### config.mk
export PLATFORM = sky130hd
export DESIGN_NAME = keypad_scanner
export DESIGN_NICKNAME = d
export VERILOG_FILES = /design/src/rtl/keypad_scanner.sv
export SDC_FILE = /design/constraint.sdc
export NUM_CORES = 1
export LEC_CHECK = 0
export ABC_CLOCK_PERIOD_IN_PS = 2870
export CAP_MARGIN = 5
export CORE_AREA = 3 3 75 77
export DETAILED_ROUTE_END_ITERATION = 8
export DIE_AREA = 0 0 78 80
export HOLD_SLACK_MARGIN = 0.1
export PLACE_DENSITY = 0.61
export SLEW_MARGIN = 5
export SYNTH_ARGS = -nofsm -noshare
export SYNTH_HDL_FRONTEND = slang
export SYNTH_SLANG_ARGS = --single-unit
### constraint.sdc
create_clock -name clk -period 2.87 [get_ports clk]
set_input_delay 0.574 -clock clk [delete_from_list [all_inputs] [get_ports clk]]
set_output_delay 0.574 -clock clk [all_outputs]
set_load 0.02 [all_outputs]
### src/rtl/keypad_scanner.sv
// keypad_scanner: matrix keypad receiver (row scan, 2-flop column sync, debounce, valid/ack key delivery)
//   clk       in   rising-edge system clock
//   rst_n     in   asynchronous active-low reset
//   row_n     out  [ROWS] one-hot-low row drive
//   col_n     in   [COLS] column sense, low = closed
//   key_code  out  [KW]   row*COLS+col of accepted key
//   key_valid out  key_code holds an unacknowledged key
//   key_ack   in   consumer accepts key
//   key_held  out  accepted key still held
//   overflow  out  sticky: key accepted while key_valid already set
module keypad_scanner #(
  parameter int ROWS = 4,
  parameter int COLS = 4,
  parameter int SCAN_DIV = 50000,
  parameter int DEB_CNT = 4,
  localparam int KW = $clog2(ROWS * COLS)
) (
  input  logic            clk,
  input  logic            rst_n,
  output logic [ROWS-1:0] row_n,
  input  logic [COLS-1:0] col_n,
  output logic [KW-1:0]   key_code,
  output logic            key_valid,
  input  logic            key_ack,
  output logic            key_held,
  output logic            overflow
);
  localparam int RW = $clog2(ROWS);
  localparam int CW = COLS > 1 ? $clog2(COLS) : 1;
  localparam int TW = $clog2(SCAN_DIV);
  localparam int DW = $clog2(DEB_CNT + 1);
  typedef enum logic [1:0] {SCAN, DEBOUNCE, PRESSED} state_t;
  state_t state, state_d;
  logic [COLS-1:0] s1_n, cs_n, pat;
  logic [TW-1:0] cnt;
  logic [RW-1:0] row;
  logic [CW-1:0] col_lo;
  logic [DW-1:0] deb, deb_d, rel, rel_d;
  logic tick, adv, latch, accept;
  logic [KW-1:0] code;
  assign tick = cnt == TW'(SCAN_DIV - 1);
  assign row_n = ~(ROWS'(1) << row);
  assign key_held = state == PRESSED;
  // Row is frozen outside SCAN and the pattern matches at accept, so the live row and
  // lowest low column always identify the accepted key.
  assign code = KW'(int'(row) * COLS + int'(col_lo));
  always_comb begin
    col_lo = '0;
    for (int i = COLS - 1; i >= 0; i--) if (!cs_n[i]) col_lo = CW'(i);
  end
  always_comb begin
    state_d = state;
    deb_d = deb;
    rel_d = rel;
    adv = 1'b0;
    latch = 1'b0;
    accept = 1'b0;
    if (tick)
      case (state)
        SCAN:
          if (&cs_n) adv = 1'b1;
          else begin
            latch = 1'b1;
            deb_d = DW'(1);
            if (DEB_CNT == 1) begin
              accept = 1'b1;
              rel_d = '0;
              state_d = PRESSED;
            end else state_d = DEBOUNCE;
          end
        DEBOUNCE:
          if (cs_n == pat) begin
            deb_d = deb + 1'b1;
            if (deb_d == DW'(DEB_CNT)) begin
              accept = 1'b1;
              rel_d = '0;
              state_d = PRESSED;
            end
          end else begin
            deb_d = '0;
            adv = 1'b1;
            state_d = SCAN;
          end
        PRESSED: begin
          rel_d = &cs_n ? rel + 1'b1 : '0;
          if (rel_d == DW'(DEB_CNT)) begin
            rel_d = '0;
            adv = 1'b1;
            state_d = SCAN;
          end
        end
        default: state_d = SCAN;
      endcase
  end
  always_ff @(posedge clk or negedge rst_n)
    if (!rst_n) state <= SCAN;
    else state <= state_d;
  always_ff @(posedge clk or negedge rst_n)
    if (!rst_n) begin
      s1_n <= '1;
      cs_n <= '1;
      pat <= '1;
      cnt <= '0;
      row <= '0;
      deb <= '0;
      rel <= '0;
      key_code <= '0;
      key_valid <= 1'b0;
      overflow <= 1'b0;
    end else begin
      s1_n <= col_n;
      cs_n <= s1_n;
      cnt <= tick ? '0 : cnt + 1'b1;
      if (adv) row <= row == RW'(ROWS - 1) ? '0 : row + 1'b1;
      if (latch) pat <= cs_n;
      deb <= deb_d;
      rel <= rel_d;
      // An ack on the accept edge frees the slot, so the new key loads without overflow.
      if (accept) begin
        if (key_valid && !key_ack) overflow <= 1'b1;
        else begin
          key_valid <= 1'b1;
          key_code <= code;
        end
      end else if (key_ack) key_valid <= 1'b0;
    end
endmodule

Word level (Yosys, flattened, before mapping)
Index checks and enable logic that the tools add are counted.
Storage, ports and cells
  flip-flop bits (word level): 44
  input port bits: 7
  output and inout port bits: 11
  word-level logic and storage cells: 79
Operators by class
  add/sub/neg operators: 5
  equal/unequal tests: 13
  shifts and indexed selects: 1
  multiplexer cells: 34
  bitwise logic cells: 2
  reduce and logical (&&, ||, !) cells: 13
Operators by type and width (number)
  $mux 2: 9
  $mux 3: 6
  $add 16x1->16 const B: 1
  $eq 16x16->1 const B: 1
  $mux 16: 1
  $mux 1: 14
  $pmux 3 s2: 2
  $reduce_and 4->1: 3
  $ne 2x2->1 const B: 4
  $add 3x1->3 const B: 2
  $eq 3x3->1 const B: 2
  $pmux 2 s3: 1
  $reduce_and 2->1: 3
  $reduce_bool 2->1: 3
  $add 4x2->4: 1
  $eq 2x2->1 const B: 2
  $eq 4x4->1: 1
  $not 4->4: 1
  $shl 1x2->4 const A: 1
  $ne 3x3->1 const B: 1
  $pmux 1 s3: 1
  $reduce_and 3->1: 1
  $add 2x1->2 const B: 1
  $eq 2x1->1 const B: 1
  5 further kinds: 5

Depth between registers and ports, before layout
  depth after elaboration: 8
  gate-level depth with buffers: 7
  gate-level depth less buffers: 7

Worst setup path before layout
Ideal clock, no wire load.
  kind: reg2reg
  start point: reg cnt[11]
  end point: reg rel[2]
  library setup time: 0.076 ns
  arrival: 1.980 ns
  data required time: 2.794 ns
  setup slack: 0.814 ns
  stages on the path, launching flop included: 5
  path buffers: 0
  period minus slack after synthesis: 2.056 ns
  cell sequence: dfrtp_1 > or3_4 > or4_4 > or4b_4 > o21ai_1
Between the ends
  longest elaborated chain between the ends: 2
Ends and longest elaborated chain
  start: declaration: line 35  | logic [TW-1:0] cnt;
  start signal: assignment: line 113  | cnt <= tick ? '0 : cnt + 1'b1;
  $eq 16x16->1: line 41  | assign tick = cnt == TW'(SCAN_DIV - 1);
  $reduce_and 4->1 (no line)
  end signal: assignment: line 117  | rel <= rel_d;
  end: declaration: line 38  | logic [DW-1:0] deb, deb_d, rel, rel_d;
No other way between the ends.
A chain may end at the register's enable or synchronous reset.

Worst setup path after layout
  start point: reg state[0]
  end point: out key_held
Between the ends
  longest elaborated chain between the ends: 1
Ends and longest elaborated chain
  start: declaration: line 33  | state_t state, state_d;
  start signal: assignment: line 97  | else state <= state_d;
  $eq 2x2->1: line 43  | assign key_held = state == PRESSED;
  end: declaration: line 25  | output logic key_held,
No other way between the ends.

==> flow_summary.yaml <==
critical_path:
  path_buf_inv: 2
  crit_family: "buffers and inverters"
  r2r_slack_ps: 640
  path_cells: "inv_1, ha_1, clkdlybuf4s50_1"
  crit_end: "key_held"
  rr_endpoint: "row[1]"
  critical_path.startpoint: "state[0]"
  start_kind: "register"
  r2r_cells: 5
  path_class: "register to primary output"
  path_depth: 3
  crit_slowest_cell: "clkdlybuf4s50_1"
  cp-end-kind: "primary output"
  cp_data_required_time_ps: 2300
  cpPeakStageDelay_ps: 630
  r2r_start: "cnt[0]"
  crit_fanout: 4
  cp.arrival_ps: 1710
pwr:
  p_sw_uw: 239
  seq_power_share_pct: 57.3
  pwr-share-clk_pct: 40.3
  p_int_uw: 868
  leakage_uw: 0.00116
  p_sw_share_pct: 21.6
  irDropWorstVdd_uv: 348
  combinationalPowerShare_pct: 2.4
  p_per_area_mw_per_mm2: 442
clock_tree:
  cts.htree.levels: 2
  cts_sinks: 44
  cts_buffers: 5
  post-cts-setup-buffers: 0
  clk_pin_slew_ps: 80
  cts_buffer_depth: 2
  tritoncts: "built"
  cts-hold-fix-buffers: 0
  cts_resized: 0
  clockRootBuffer: "clkbuf_8"
  clock_latency_ps: 300
yosys:
  avgSynthCellArea_sq_um: 11.5
  yosys-top-cells-area: "dfrtp_1, dfstp_2, ha_1"
  synth_cell_types: 44
  synth_top_area_share_pct: 37.6
  ys_seq_area_share_pct: 52.5
  synth_edf_count: 0
  synth_cells: 185
  yosysTopAreaCell: "dfrtp_1"
  synth_commonest_cells: "dfrtp_1, nand2_1, dfstp_2, ha_1, xor2_1"
  syn-num-nets: 204
  dominantRegCellSynth: "dfrtp_1"
  yosysMostFrequentCell: "dfrtp_1"
  yosys_warnings: 0
  syn_area_sq_mm: 0.00213
  synth_seq_cells: 44
  synth-async-reset-ratio_pct: 100
global_route:
  grt_pass1_vias: 1573
  grt_max_degree: 45
  grt_usage_pct: 14.8
  antenna_found_initial: 0
  grt_first_pass_wirelength_mm: 7.28
  grt-ovfl-total: 0
sta:
  finalClockSkew_ps: 8.03
  worst_slew_pin_slew_ps: 938
  min_period_ps: 2280
  finalSetupTns_ps: 0
  grt_setup_unrepaired: "no"
  drv_slew: 0
  relSlewSlack_pct: 37.5
  fin_crit_sh_pct: 79.5
  fmax_ghz: 0.438
  hold_viol_final: 0
  setup_viol: 0
floorplan:
  fp-row-count: 26
  ioPinCount: 18
  dieHeight_microns: 80
  start_util_pct: 41.9
  core-area_sq_mm: 0.00507
  die_w_microns: 78
  die-area_sq_mm: 0.00624
drt:
  drc: 0
  routed_wl_mm: 4.10
  firstDrtPassIters: 5
  drt-initial-drc-count: 77
  ant_nets: 0
  wire_per_inst_microns: 14.5
  via_count: 1455
  vias_per_cell: 5.16
  met3_length_microns: 133
  routed.top_layer: "met4"
  wl_met2_mm: 2.14
  wl_met1_mm: 1.74
finish:
  fill_cells: 474
  drive_gt1_share_pct: 19.3
  area_delta_synth_final_pct: 17.9
  fin_nets: 230
  antenna_cells: 0
  fin_cells: 282
worst_hold_path:
  hold_path.class: "register to register"
placed_design:
  dp_cells: 274
  place.gp.congestion: 0.785
  port_buffers: 17
  place_hpwl_mm: 3.04
job:
  cap_violations: 0
run_status:
  outcome: "completed"
[power groups by stage]
stage	Clock, uW	Sequential, uW	Combinational, uW
global route	491	636	30.5
detailed placement	0	647	27.6
global placement	0	646	26.6
CTS	463	635	28.0
floorplan	0	645	6.38
finish	446	635	26.4
[layout by cell type (no fill, tap or decap), types with 2 or more instances in the layout]
cell / instances
dfrtp_1: 32
clkdlybuf4s50_1: 16
nand2_1: 13
xor2_1: 12
ha_1: 12
dfstp_2: 12
inv_1: 11
nor2_1: 10
and3_1: 7
nand3_1: 7
xnor2_1: 6
mux2_2: 6
a21oi_1: 5
clkbuf_8: 5
o22a_1: 4
o21ai_0: 4
o21ai_1: 3
a31oi_1: 3
buf_4: 3
nand4b_1: 2
nor4_2: 2
and4_1: 2
and2_1: 2
o31ai_1: 2
mux2i_1: 2
and2_2: 2
nand2b_1: 2
nor3_1: 2
o21bai_1: 2
[registers in the layout, indices dropped and copies added (netlist names), 2 cells and up]
signal and cells:
cs_n 4, rel 3, row 2, state 2, s1_n 4, deb 3, pat 4, cnt 16
key_code 4
[cell families after synthesis]
family,after synthesis,share of synthesized area [%]
DFF,44,52.5
buffers and inverters,12,2.12
adders and majority gates,12,7.06
AOI/OAI and AO/OA,27,8.35
and+or+nand+nor,64,18.5
muxes,8,4.12
xor gates and xnor gates,18,7.41
[per-layer routing]
layer | track usage, % | vias to the layer above
li1 | - | 702
met1 | 16.7 | 719
met2 | 26.9 | 27
met3 | 3.05 | 7
met4 | 6.99 | 0
met5 | 0 | -
[how the worst min path moves through the flow]
stage,endpoint,cells past startpoint,slack [ps],from
final,cs_n[0],0,360,s1_n[0]
after global routing,cs_n[2],0,370,s1_n[2]
after CTS,cs_n[2],0,360,s1_n[2]
after detailed placement,cs_n[2],0,350,s1_n[2]
after global placement,cs_n[2],0,350,s1_n[2]
after floorplan,cnt[0],0,280,rst_n
[final cells by class]
class | instances | area, sq um | share of cell area, %
multi-input cells | 129 | 966 | 38.5
flip-flops and latches | 44 | 1120 | 44.5
clock buffers | 6 | 93.8 | 3.74
clock inverters | 2 | 15.0 | 0.599
repair buffers | 20 | 188 | 7.49
inverters | 11 | 41.3 | 1.65
well taps | 70 | 87.6 | 3.49
[stage by stage]
stage	hold WS, ps	cell area, sq um	power [uW]	worst slack, ps	utilization (%)
2_1_floorplan	278	2130	652	814	-
3_3_place_gp	346	2400	673	726	47.3
3_5_place_dp	350	2400	675	677	47.3
4_1_cts	363	2510	1130	581	49.4
5_1_grt	369	2510	1160	516	49.4
6_report	361	2510	1110	588	49.4
Note: power is estimated with default switching activity, not from simulation.
